## src/rtl/dmem_arbiter_pkg.sv

```systemverilog
// Shared encodings for the data-memory arbiter: access sizes, FSM states
// and the captured-request record.
package dmem_arbiter_pkg;

  localparam int DWIDTH = 32;

  typedef enum logic [1:0] {
    SZ_BYTE = 2'b00,
    SZ_HALF = 2'b01,
    SZ_WORD = 2'b10,
    SZ_RSVD = 2'b11
  } size_e;

  typedef enum logic [1:0] {
    ST_IDLE   = 2'd0,
    ST_ACCESS = 2'd1,
    ST_RESP   = 2'd2
  } state_e;

  typedef struct packed {
    logic              we;
    logic [1:0]        size;
    logic              isUnsigned;
    logic [31:0]       addr;
    logic [DWIDTH-1:0] wdata;
  } req_t;

endpackage

```

## src/rtl/dmem_lane_align.sv

```systemverilog
// Combinational byte-lane logic: store mask and replicated data, load
// extraction with sign/zero extension, and the alignment check.
module dmem_lane_align
  import dmem_arbiter_pkg::*;
(
  input  logic [1:0]        size_i,
  input  logic [1:0]        off_i,
  input  logic              unsigned_i,
  input  logic [DWIDTH-1:0] wdata_i,
  input  logic [DWIDTH-1:0] rdata_i,
  output logic [3:0]        mask_o,
  output logic [DWIDTH-1:0] wdata_o,
  output logic [DWIDTH-1:0] load_o,
  output logic              misalign_o
);

  logic [7:0]  byteLane;
  logic [15:0] halfLane;

  always_comb begin
    mask_o     = '0;
    wdata_o    = '0;
    load_o     = '0;
    misalign_o = 1'b0;
    byteLane   = rdata_i[{off_i, 3'b000} +: 8];
    halfLane   = off_i[1] ? rdata_i[31:16] : rdata_i[15:0];
    case (size_i)
      SZ_BYTE: begin
        mask_o  = 4'b0001 << off_i;
        wdata_o = {4{wdata_i[7:0]}};
        load_o  = unsigned_i ? {24'b0, byteLane} : {{24{byteLane[7]}}, byteLane};
      end
      SZ_HALF: begin
        mask_o     = 4'b0011 << off_i;
        wdata_o    = {2{wdata_i[15:0]}};
        load_o     = unsigned_i ? {16'b0, halfLane} : {{16{halfLane[15]}}, halfLane};
        misalign_o = off_i[0];
      end
      SZ_WORD: begin
        mask_o     = 4'b1111;
        wdata_o    = wdata_i;
        load_o     = rdata_i;
        misalign_o = (off_i != 2'b00);
      end
      default: misalign_o = 1'b1;
    endcase
  end

endmodule

```

## src/rtl/dmem_arbiter.sv

```systemverilog
// Round-robin two-port arbiter that turns each accepted request into a single
// registered memory cycle followed by a one-cycle response pulse.
module dmem_arbiter #(
  parameter int DWIDTH    = 32,
  parameter int MEM_DEPTH = 32,
  parameter int IDX_W     = 5
) (
  input  logic              a_clk,
  input  logic              a_rst,
  input  logic              a_i_req0_valid,
  output logic              a_o_req0_ready,
  input  logic              a_i_req0_we,
  input  logic [1:0]        a_i_req0_size,
  input  logic              a_i_req0_unsigned,
  input  logic [31:0]       a_i_req0_addr,
  input  logic [DWIDTH-1:0] a_i_req0_wdata,
  input  logic              a_i_req1_valid,
  output logic              a_o_req1_ready,
  input  logic              a_i_req1_we,
  input  logic [1:0]        a_i_req1_size,
  input  logic              a_i_req1_unsigned,
  input  logic [31:0]       a_i_req1_addr,
  input  logic [DWIDTH-1:0] a_i_req1_wdata,
  output logic              a_o_rsp0_valid,
  output logic [DWIDTH-1:0] a_o_rsp0_rdata,
  output logic              a_o_rsp0_err,
  output logic              a_o_rsp1_valid,
  output logic [DWIDTH-1:0] a_o_rsp1_rdata,
  output logic              a_o_rsp1_err,
  output logic              a_o_mem_ce,
  output logic              a_o_mem_wr_en,
  output logic [3:0]        a_o_mem_mask,
  output logic [IDX_W-1:0]  a_o_mem_addr,
  output logic [DWIDTH-1:0] a_o_mem_wdata,
  input  logic [DWIDTH-1:0] a_i_mem_rdata
);

  import dmem_arbiter_pkg::*;

  localparam logic [31:0] DEPTH_LIM = 32'(MEM_DEPTH);

  state_e            state_q;
  logic              lastGrant_q;
  logic              portId_q;
  req_t              req_q;
  logic              memCe_q;
  logic              memWrEn_q;
  logic [3:0]        memMask_q;
  logic [IDX_W-1:0]  memAddr_q;
  logic [DWIDTH-1:0] memWdata_q;
  logic [1:0]        rspValid_q;
  logic [DWIDTH-1:0] rspRdata_q;
  logic              rspErr_q;

  logic              grant;
  logic              handshake;
  req_t              inReq;
  req_t              alignReq;
  logic [3:0]        alignMask;
  logic [DWIDTH-1:0] alignWdata;
  logic [DWIDTH-1:0] alignLoad;
  logic              misalign;
  logic              illegal;
  logic              legalStore;

  // Tie goes to the port that did not win the previous handshake.
  always_comb begin
    if (a_i_req0_valid && a_i_req1_valid) grant = ~lastGrant_q;
    else                                  grant = a_i_req1_valid;
  end

  assign handshake      = (state_q == ST_IDLE) && (a_i_req0_valid || a_i_req1_valid);
  assign a_o_req0_ready = handshake && !grant;
  assign a_o_req1_ready = handshake && grant;

  assign inReq = grant
    ? '{we: a_i_req1_we, size: a_i_req1_size, isUnsigned: a_i_req1_unsigned,
        addr: a_i_req1_addr, wdata: a_i_req1_wdata}
    : '{we: a_i_req0_we, size: a_i_req0_size, isUnsigned: a_i_req0_unsigned,
        addr: a_i_req0_addr, wdata: a_i_req0_wdata};

  // The lane logic serves the incoming request in IDLE and the captured one otherwise.
  assign alignReq = (state_q == ST_IDLE) ? inReq : req_q;

  dmem_lane_align u_align (
    .size_i     (alignReq.size),
    .off_i      (alignReq.addr[1:0]),
    .unsigned_i (alignReq.isUnsigned),
    .wdata_i    (alignReq.wdata),
    .rdata_i    (a_i_mem_rdata),
    .mask_o     (alignMask),
    .wdata_o    (alignWdata),
    .load_o     (alignLoad),
    .misalign_o (misalign)
  );

  assign illegal    = misalign || ({2'b00, alignReq.addr[31:2]} >= DEPTH_LIM);
  assign legalStore = !illegal && inReq.we;

  always_ff @(posedge a_clk) begin
    if (a_rst) begin
      state_q     <= ST_IDLE;
      lastGrant_q <= 1'b1;
      portId_q    <= 1'b0;
      req_q       <= '0;
      memCe_q     <= 1'b0;
      memWrEn_q   <= 1'b0;
      memMask_q   <= '0;
      memAddr_q   <= '0;
      memWdata_q  <= '0;
      rspValid_q  <= '0;
      rspRdata_q  <= '0;
      rspErr_q    <= 1'b0;
    end else begin
      case (state_q)
        ST_IDLE: begin
          rspValid_q <= '0;
          rspRdata_q <= '0;
          rspErr_q   <= 1'b0;
          if (handshake) begin
            req_q       <= inReq;
            portId_q    <= grant;
            lastGrant_q <= grant;
            memCe_q     <= !illegal;
            memWrEn_q   <= legalStore;
            memMask_q   <= legalStore ? alignMask : 4'b0000;
            memAddr_q   <= inReq.addr[IDX_W+1:2];
            memWdata_q  <= legalStore ? alignWdata : '0;
            state_q     <= ST_ACCESS;
          end
        end
        ST_ACCESS: begin
          memCe_q    <= 1'b0;
          memWrEn_q  <= 1'b0;
          memMask_q  <= '0;
          memAddr_q  <= '0;
          memWdata_q <= '0;
          rspValid_q <= portId_q ? 2'b10 : 2'b01;
          rspErr_q   <= illegal;
          rspRdata_q <= (illegal || req_q.we) ? '0 : alignLoad;
          state_q    <= ST_RESP;
        end
        ST_RESP: begin
          rspValid_q <= '0;
          rspRdata_q <= '0;
          rspErr_q   <= 1'b0;
          state_q    <= ST_IDLE;
        end
        default: state_q <= ST_IDLE;
      endcase
    end
  end

  assign a_o_mem_ce     = memCe_q;
  assign a_o_mem_wr_en  = memWrEn_q;
  assign a_o_mem_mask   = memMask_q;
  assign a_o_mem_addr   = memAddr_q;
  assign a_o_mem_wdata  = memWdata_q;
  assign a_o_rsp0_valid = rspValid_q[0];
  assign a_o_rsp1_valid = rspValid_q[1];
  assign a_o_rsp0_rdata = rspValid_q[0] ? rspRdata_q : '0;
  assign a_o_rsp1_rdata = rspValid_q[1] ? rspRdata_q : '0;
  assign a_o_rsp0_err   = rspValid_q[0] && rspErr_q;
  assign a_o_rsp1_err   = rspValid_q[1] && rspErr_q;

endmodule

```

## config.mk

```make
export PLATFORM = sky130hd
export DESIGN_NAME = dmem_arbiter
export DESIGN_NICKNAME = d
export VERILOG_FILES = /design/src/rtl/dmem_arbiter_pkg.sv /design/src/rtl/dmem_lane_align.sv /design/src/rtl/dmem_arbiter.sv
export SDC_FILE = /design/constraint.sdc
export NUM_CORES = 1
export LEC_CHECK = 0
export BUFFER_PORTS_ARGS = -buffer_cell sky130_fd_sc_hd__buf_4
export CORE_MARGIN = 2
export CORE_UTILIZATION = 54
export DETAILED_ROUTE_END_ITERATION = 12
export MAX_ROUTING_LAYER = met4
export PLACE_DENSITY = 0.9
export SLEW_MARGIN = 20
export SYNTH_ARGS = -nofsm -noshare
export SYNTH_HDL_FRONTEND = slang
export SYNTH_HIERARCHICAL = 1
export SYNTH_SLANG_ARGS = --single-unit
```

## constraint.sdc

```tcl
create_clock -name a_clk -period 9.1 [get_ports a_clk]
set_input_delay 1.82 -clock a_clk [delete_from_list [all_inputs] [get_ports a_clk]]
set_output_delay 1.82 -clock a_clk [all_outputs]
set_load 0.01 [all_outputs]
```

==> flow_summary.yaml, run 1 <==
run_status:
  status: "complete, no violations"
power_and_ir_drop:
  internal-power_mw: 1.26
  clockPowerShare: 0.365
  pwr-share-comb: 0.246
  power_switching_mw: 0.533
  p_leak_nw: 4.64
  power_mw: 1.79
  powerDensity_mw_per_mm2: 171
  power_frac_seq: 0.388
  switching_share: 0.297
  ir_worst_vdd_v: 0.000136
timing:
  finalHoldViolations: 0
  skew_ps: 5.05
  slew_violations: 0
  layout_setup_ws_ps: 4250
  finalCritPeriodShare: 0.533
  period_minus_slack_ps: 4850
  relSlewSlack: 0.342
  grt_setup_unrepaired: "no"
  worst_slew_pin_slew_ps: 987
  max_freq_mhz: 206
  setup_violations: 0
  finalSetupTns_ps: 0
synthesis:
  ys_seq_elements: 145
  synth-edff-count: 0
  async_flop_share: 0
  synthFlopType: "dfxtp_1"
  synth_seq_area_share: 0.370
  syn_area_per_cell_um2: 8.77
  netlist-cell-type-count: 49
  syn_inst: 896
  synth_fp_nets: 1068
  netlist_area_mm2: 0.00785
  synth_warnings: 6
worst_setup_path:
  endpoint_kind: "output pin"
  cp_max_fo: 37
  worst-path-buf-inv: 4
  path_class: "input port to output pin"
  path_cells: "buf_4 > a21boi_4 > buf_4 > nand2_1 > inv_1 > buf_4"
  cp.arrival_ps: 3030
  r2r_slack_ps: 5390
  cp_top_family: "buffers and inverters"
  cp.required_ps: 7280
  cpMaxStageDelayCell: "buf_4"
  cpPeakStageDelay_ps: 490
  start_kind: "input port"
  crit_top_cell: "buf_4"
grt:
  grt_usage: 0.307
  grt_use_met3: 0.0567
  antenna_found_initial: 0
  grt_overflow: 0
  top_usage_layer: "met2"
  grtUsageMet2: 0.521
  grt_pass1_vias: 7267
  grt_pass1_wl_mm: 37.4
  grt_max_degree: 126
  met1_usage: 0.360
drt:
  vias_per_cell: 5.87
  finalWirelength_mm: 23.9
  dr_total_vias: 7739
  drt_iter0_drc: 670
  firstDrtPassIters: 5
  wl_per_cell_um: 18.1
  drcViolationCount: 0
  ant_nets: 0
final_layout:
  drive_gt1_frac: 0.327
  antenna_cells: 0
  area_growth_pct: 33.3
  nets: 1296
floorplanning:
  die_w_um: 125
  start_util: 0.547
  num_rows: 44
  coreArea_mm2: 0.0144
  die_area_mm2: 0.0155
  io_pins: 285
  die_y_um: 125
clock_network:
  cts_made_buffers: 17
  cts-root-buf: "clkbuf_16"
  cts_resized: 0
  cts_buffer_depth: 2
  cts_setup_buffers: 0
  insertion_delay_ps: 420
  htree_levels: 4
  cts.clk_slew.worst_paths_ps: 60
  holdBufCountCts: 0
  cts_sinks: 145
  cts_tree: "built"
placed_design:
  hpwl_mm: 17.2
  dp_slack_ps: 3980
  port_buffers: 284
  gp_congestion: 0.925
worst_hold_path:
  hold_path.class: "flop to flop"
flow_run:
  maxCapViolations: 0
==> worst paths after layout <==
path / from / endpoint / depth (start not counted)
setup / recovery: a_i_req0_valid / a_o_req1_ready / 6
hold / removal: a_o_mem_addr[0]$_SDFFE_PP0P_ / a_o_mem_addr[0]$_SDFFE_PP0P_ / 2
setup reg to reg: state_q[1]$_SDFFE_PP0P_ / rspRdata_q[12]$_SDFFE_PP0P_ / 9
hold reg to reg: a_o_mem_addr[0]$_SDFFE_PP0P_ / a_o_mem_addr[0]$_SDFFE_PP0P_ / 2
==> power by group through the flow <==
stage               clock (mW)  sequential (mW)  combinational [mW]
floorplan                    0            0.702               0.300
finish                   0.654            0.695               0.442
detailed placement           0            0.708               0.432
CTS                      0.658            0.695               0.435
global route             0.690            0.699               0.480
global placement             0            0.706               0.424
==> cells by family (layout without fill, tap and decap cells) <==
logic type      count (synthesis)  after routing  share of synthesized area
simple gates                  311            311                      0.207
compound gates                259            259                      0.247
flops                         145            145                      0.370
buf+inv                        92            330                     0.0583
mux                            89             89                      0.118
==> cells in the mapped netlist, types with 6 or more instances <==
library cell / instances / area [µm²]
dfxtp_1: 145 / 2900
nor2_1: 81 / 304
and2_1: 77 / 482
mux2i_1: 76 / 761
nand2_1: 76 / 285
a211oi_1: 62 / 465
o21ai_0: 62 / 310
clkbuf_1: 50 / 188
a32o_1: 37 / 370
a22o_1: 34 / 298
a21oi_1: 21 / 105
nor4_1: 18 / 113
buf_2: 15 / 75.1
nor2b_1: 14 / 87.6
a22oi_1: 13 / 97.6
nand3_2: 13 / 130
mux2_2: 10 / 113
a21o_1: 9 / 67.6
buf_4: 9 / 67.6
buf_6: 8 / 90.1
nand2_2: 7 / 43.8
buf_1: 6 / 22.5
==> cell type report <==
cell class / count / area, µm²
Multi-Input combinational cell: 659 / 4540
Clock buffer: 24 / 492
Tap cell: 184 / 230
Sequential cell: 145 / 2900
Inverter: 4 / 15.0
Fill cell: 1130 / 3900
Clock inverter: 5 / 55.1
Timing Repair Buffer: 297 / 2230
==> registers in the layout, summed over array words and instances, names as in the netlist <==
name	flops
a_o_mem_mask	4
a_o_mem_ce	1
lastGrant_q	1
rspErr_q	1
a_o_mem_wdata	32
state_q	2
a_o_mem_wr_en	1
rspValid_q	2
a_o_mem_addr	5
portId_q	1
rspRdata_q	32
req_q	63
==> layer usage <==
layer / share of wire / routed length (µm)
met1: 0.40 / 9450
met2: 0.50 / 12000
met3: 0.068 / 1620
met4: 0.032 / 772
met5: 0 / 0
==> through the flow <==
| stage | util | cell area (µm²) | hold slack [ps] | cells |
|---|---|---|---|---|
| 2_1_floorplan | - | 7850 | 455 | 896 |
| 3_3_place_gp | 0.690 | 9910 | 439 | 1289 |
| 3_5_place_dp | 0.690 | 9920 | 445 | 1289 |
| 4_1_cts | 0.728 | 10500 | 458 | 1318 |
| 5_1_grt | 0.729 | 10500 | 478 | 1318 |
| 6_report | 0.729 | 10500 | 454 | 1318 |
==> cell usage in the layout, fill, tap and decap left out, drive strengths merged, types with 5 or more instances in the layout <==
cell type,Yosys,layout
nor2b,14,14
a22oi,13,13
a21o,9,9
a21oi,21,21
o22ai,5,5
o21ai,62,62
dfxtp,145,145
and2,77,77
a22o,34,34
nand2b,5,5
nand3,16,16
nor4,18,18
nor2,81,81
mux2i,76,76
nand2,83,83
a32o,37,37
clkbuf,50,24
a211oi,62,62
mux2,12,12
buf,38,297
==> worst register-to-register path: stages, from the launching register on <==
cell and delay, ps:
dfxtp_1 490, or2_2 290, buf_4 610, nand2_1 220
o21ai_4 90, buf_4 440, nor2_1 200, a32oi_4 790
o211ai_1 220, a22o_1 260
Power figures use the tool's default switching activity.
==> inputs of run 2 (changes only) <==
Settings changed: CORE_UTILIZATION 54 to 50, PLACE_DENSITY 0.9 to 0.85.
Clock period 9.1 ns to 4.8 ns, I/O delays scaled along.
==> run 2 against run 1 <==
  * Via count increased by 0.49%
  * Critical path depth unchanged
  * Highest routed layer unchanged
  * Global-route usage decreased by 1.8 points
==> flow_summary.yaml, run 2 (same netlist as run 1, synthesis figures left out) <==
final_layout:
  fillers: 1214
  drive_gt1_frac: 0.334
  multi_input_comb_area_mm2: 0.00454
  area_growth_pct: 35.4
  layout_commonest_cell: "buf_4"
  seq_area_mm2: 0.00290
  final_cell_mix: "301 x buf_4, 145 x dfxtp_1, 79 x nor2_1, 77 x and2_1"
  nets: 1300
  final_cell_area_mm2: 0.0106
  largest_reg_flops: 63
  utilization: 0.697
  top_register: "req_q"
floorplanning:
  die_y_um: 129
  coreArea_mm2: 0.0153
  die_w_um: 129
  start_util: 0.515
  num_rows: 45
  io_pins: 285
  die_area_mm2: 0.0167
drt:
  dr_total_vias: 7777
  vias_per_cell: 5.74
  drt_iter0_drc: 681
  firstDrtPassIters: 5
  finalWirelength_mm: 23.8
  drcViolationCount: 0
  wl_per_cell_um: 17.6
  ant_nets: 0
worst_setup_path:
  start_kind: "input port"
  r2r_slack_ps: 1610
  cp_max_fo: 44
  cp.required_ps: 3840
  reg2reg_to: "a_o_mem_wdata[12]$_SDFFE_PP0P_"
  path_class: "input port to output pin"
  r2r_start: "state_q[1]$_SDFFE_PP0P_"
  reg2reg_depth: 12
  cp.arrival_ps: 2730
  endpoint_kind: "output pin"
run_status:
  status: "complete, no violations"
clock_network:
  cts-root-buf: "clkbuf_16"
  cts_tree: "built"
  cts.clk_slew.worst_paths_ps: 60
  cts_sinks: 145
  holdBufCountCts: 0
  cts_made_buffers: 17
  htree_levels: 4
  cts_resized: 0
  cts_setup_buffers: 0
  insertion_delay_ps: 430
  cts_buffer_depth: 2
timing:
  finalHoldViolations: 0
  worst_slew_pin_slew_ps: 936
  slew_violations: 0
  skew_ps: 10.6
  setup_violations: 0
  period_minus_slack_ps: 3690
  relSlewSlack: 0.376
  grt_setup_unrepaired: "no"
  finalSetupTns_ps: 0
  max_freq_mhz: 271
  finalCritPeriodShare: 0.769
  layout_setup_ws_ps: 1110
placed_design:
  port_buffers: 284
  hpwl_mm: 17.2
  dp_slack_ps: 956
  gp_congestion: 0.950
  dpl-instance-area_mm2: 0.00998
power_and_ir_drop:
  p_leak_nw: 4.70
  powerDensity_mw_per_mm2: 339
  ir_worst_vdd_v: 0.000262
grt:
  grt_overflow: 0
  grt_pass1_vias: 7114
  antenna_found_initial: 2
  grt_usage: 0.288
  grt_pass1_wl_mm: 36.5
  grt_max_degree: 70
worst_hold_path:
  min_from: "a_o_mem_addr[1]$_SDFFE_PP0P_"
  hold-path-endpoint: "a_o_mem_addr[1]$_SDFFE_PP0P_"
  holdPathStages: 2
  hold_path.class: "flop to flop"
flow_run:
  maxCapViolations: 0
-- run 2: final cells by class --
type	instances	area share
clock buffer	18	0.0413
sequential	145	0.273
antenna	2	0.000471
multi-input combinational	659	0.427
clock inverter	14	0.0198
tap	211	0.0248
timing repair buffer	301	0.213
inverter	4	0.00141
-- run 2: power breakdown --
part | leakage [nW] | internal [mW] | switching, mW
registers | 1.19 | 1.28 | 0.0429
logic | 3.21 | 0.355 | 0.478
clock network | 0.312 | 0.933 | 0.516
total | 4.70 | 2.56 | 1.04
-- run 2: critical path: stages --
cell and delay [ps]:
buf_4 130, a21boi_4 260, buf_4 620, buf_4 490, nor2_1 100, buf_4 170
-- run 2: how the worst max path moves through the flow --
stage,from,to,slack [ps],cells after the start
after detailed placement,a_i_req0_valid,a_o_mem_wdata[12]$_SDFFE_PP0P_,960,9
after CTS,a_i_req0_valid,a_o_req0_ready,1090,6
after global placement,a_i_req0_valid,a_o_mem_wdata[19]$_SDFFE_PP0P_,1040,9
final,a_i_req0_valid,a_o_req0_ready,1110,6
after global routing,a_i_req0_valid,a_o_req0_ready,980,6
after floorplan,a_i_req1_valid,a_o_mem_wdata[11]$_SDFFE_PP0P_,580,15
-- run 2: routing by layer --
layer  track usage  wire [µm]  share of wire
met1         0.335       9450           0.40
met2         0.487      12000           0.50
met3        0.0541       1650          0.069
met4         0.126        694          0.029
met5             -          0              0
-- run 2: per-stage QoR --
step	cells	hold slack [ps]	total power, mW
after detailed placement	1320	443	2.16
after floorplan	896	455	1.90
after global routing	1354	479	3.75
final	1354	453	3.60
after global placement	1320	438	2.14
after CTS	1352	457	3.61
==> inputs of run 3 (changes only) <==
Settings changed: ABC_AREA set to 1, CORE_UTILIZATION 50 to 47, PLACE_DENSITY 0.85 to 0.82.
Clock period 4.8 ns to 3.1 ns, I/O delays scaled along.
==> run 3 against run 2 <==
  * Clock power increased by 39%
  * Combinational power increased by 66%
  * Cell area increased by 7.4%
  * Worst setup slack got worse by 810 ps
  * Power increased by 50%
  * Synthesized cell count increased by 53%
  * Critical path type is now flop to flop
  * Non-clock buffer count increased by 15
  * Register-to-register slack got worse by 1300 ps
  * Flip-flop and latch count unchanged
  * Via count increased by 28%
==> flow_summary.yaml, run 3 <==
run_status:
  status: "complete, no violations"
timing:
  slew_violations: 0
  relSlewSlack: 0.315
  setup_violations: 0
  max_freq_mhz: 358
  whs_ps: 465
  finalSetupTns_ps: 0
  worst_slew_pin_slew_ps: 1030
  layout_setup_ws_ps: 303
  finalHoldViolations: 0
  finalCritPeriodShare: 0.902
  skew_ps: 12.9
  period_minus_slack_ps: 2800
  grt_setup_unrepaired: "no"
synthesis:
  yosysMostFrequentCell: "nand2_1"
  synth_fp_nets: 1545
  async_flop_share: 0
  syn_area_per_cell_um2: 6.26
  ys_top_cells_by_area: "dfxtp_1 34%, nand2_1 19%, o21ai_0 7.3%"
  synth_warnings: 6
  synth_top_area_cell: "dfxtp_1"
  synth_seq_area_share: 0.338
  syn_inst: 1373
  ys_seq_elements: 145
  synth-edff-count: 0
  netlist_area_mm2: 0.00860
  synth_top_area_share: 0.338
  synthFlopType: "dfxtp_1"
  netlist-cell-type-count: 35
  netlist_top_cells_count: "438 x nand2_1, 159 x inv_1, 145 x dfxtp_1"
worst_setup_path:
  cp.arrival_ps: 3150
  reg2reg_to: "rspRdata_q[25]$_SDFFE_PP0P_"
  endpoint_kind: "flop"
  path_cells: "nor2_2 > inv_2 > o21ai_0 > inv_2 > nand2_1 > o221ai_1 > nor2_1 > nand3_1 > nor2_1 > nor2_1 > nor2_1 > nand2_1 > nor2_4 > buf_12 > nand4_1 > a21oi_1"
  critPathLaunch: "state_q[1]$_SDFFE_PP0P_"
  r2r_start: "state_q[1]$_SDFFE_PP0P_"
  r2r_slack_ps: 300
  cpMaxStageDelayCell: "o21ai_0"
  worst-path-buf-inv: 3
  cp.required_ps: 3460
  crit_top_cell: "nor2_1"
  reg2reg_depth: 16
  cpPeakStageDelay_ps: 380
  cp_max_fo: 42
  path_class: "flop to flop"
  start_kind: "flop"
  cp_top_family: "simple AND/OR/NAND/NOR gates"
power_and_ir_drop:
  clockPowerShare: 0.373
  p_leak_nw: 5.89
  power_mw: 5.41
  switching_share: 0.319
  power_frac_seq: 0.373
  internal-power_mw: 3.69
  powerDensity_mw_per_mm2: 474
  power_switching_mw: 1.73
  pwr-share-comb: 0.254
  ir_worst_vdd_v: 0.000454
final_layout:
  fin_cells: 1845
  largest_reg_flops: 63
  final_cell_mix: "438 x nand2_1, 311 x buf_4, 158 x inv_1, 145 x dfxtp_1, 124 x o21ai_0"
  nets: 1776
  utilization: 0.636
  layout_commonest_cell: "nand2_1"
  antenna_cells: 0
  area_growth_pct: 32.8
  final_cell_area_mm2: 0.0114
  drive_gt1_frac: 0.228
  top_register: "req_q"
grt:
  grt_max_degree: 70
  antenna_found_initial: 0
  grt_pass1_wl_mm: 45.3
  grt_usage: 0.293
  grt_pass1_vias: 9101
  grt_overflow: 0
worst_hold_path:
  hold_path.class: "flop to flop"
  hold-path-endpoint: "a_o_mem_mask[3]$_SDFFE_PP0P_"
  holdPathStages: 2
  min_from: "a_o_mem_mask[3]$_SDFFE_PP0P_"
placed_design:
  dp.cells: 1814
  gp_congestion: 0.937
  dp_slack_ps: -38.8
  hpwl_mm: 20.5
  dpl-instance-area_mm2: 0.0108
  port_buffers: 284
drt:
  firstDrtPassIters: 6
  wl_per_cell_um: 15.3
  finalWirelength_mm: 28.2
  drcViolationCount: 0
  ant_nets: 0
  dr_total_vias: 9928
  vias_per_cell: 5.38
  drt_iter0_drc: 1048
floorplanning:
  num_rows: 49
  die_y_um: 139
  io_pins: 285
  die_area_mm2: 0.0194
  coreArea_mm2: 0.0180
  start_util: 0.479
  die_w_um: 139
clock_network:
  cts-root-buf: "clkbuf_16"
  holdBufCountCts: 0
  cts_made_buffers: 17
  cts_tree: "built"
  cts_setup_buffers: 0
  htree_levels: 4
  insertion_delay_ps: 440
  cts.clk_slew.worst_paths_ps: 60
  cts_buffer_depth: 2
  cts_sinks: 145
  cts_resized: 0
flow_run:
  maxCapViolations: 0
run 3: power by group through the flow:
| stage | registers (mW) | clock network, mW | logic [mW] |
|---|---|---|---|
| floorplan | 2.05 | 0 | 0.894 |
| global placement | 2.05 | 0 | 1.34 |
| detailed placement | 2.06 | 0 | 1.35 |
| CTS | 2.02 | 2.03 | 1.36 |
| global route | 2.03 | 2.11 | 1.53 |
| finish | 2.02 | 2.02 | 1.38 |
run 3: cells by family (layout without fill, tap and decap cells):
| family | Yosys count | in the layout | share of synthesized area |
|---|---|---|---|
| mux | 37 | 37 | 0.0431 |
| flops | 145 | 145 | 0.338 |
| simple gates | 666 | 666 | 0.330 |
| buf+inv | 272 | 515 | 0.132 |
| compound gates | 253 | 253 | 0.157 |
run 3: area by class of cell:
| type | instances | area, µm² |
|---|---|---|
| Inverter | 168 | 633 |
| Tap cell | 229 | 287 |
| Fill cell | 1672 | 6550 |
| Clock buffer | 21 | 460 |
| Sequential cell | 145 | 2900 |
| Timing Repair Buffer | 316 | 2430 |
| Multi-Input combinational cell | 956 | 4590 |
| Clock inverter | 10 | 111 |
run 3: metal layers:
layer,up-vias,share of wire,track usage
li1,4891,-,-
met1,4533,0.41,0.356
met5,-,0,-
met2,443,0.48,0.471
met4,0,0.033,0.129
met3,61,0.078,0.0623
run 3: how the worst max path moves through the flow:
stage / depth (start not counted) / to / slack, ps
after floorplan: 21 / a_o_mem_wdata[10]$_SDFFE_PP0P_ / 10
after CTS: 16 / rspRdata_q[25]$_SDFFE_PP0P_ / 340
final: 16 / rspRdata_q[25]$_SDFFE_PP0P_ / 300
after global routing: 18 / rspRdata_q[24]$_SDFFE_PP0P_ / 20
after global placement: 15 / rspRdata_q[24]$_SDFFE_PP0P_ / 40
after detailed placement: 18 / rspRdata_q[25]$_SDFFE_PP0P_ / -40
run 3: worst min-delay path, delay by kind of cell, from the launching register on:
kind	cells	cell delay (ps)
simple gates	1	60
flops	1	310
compound gates	1	50
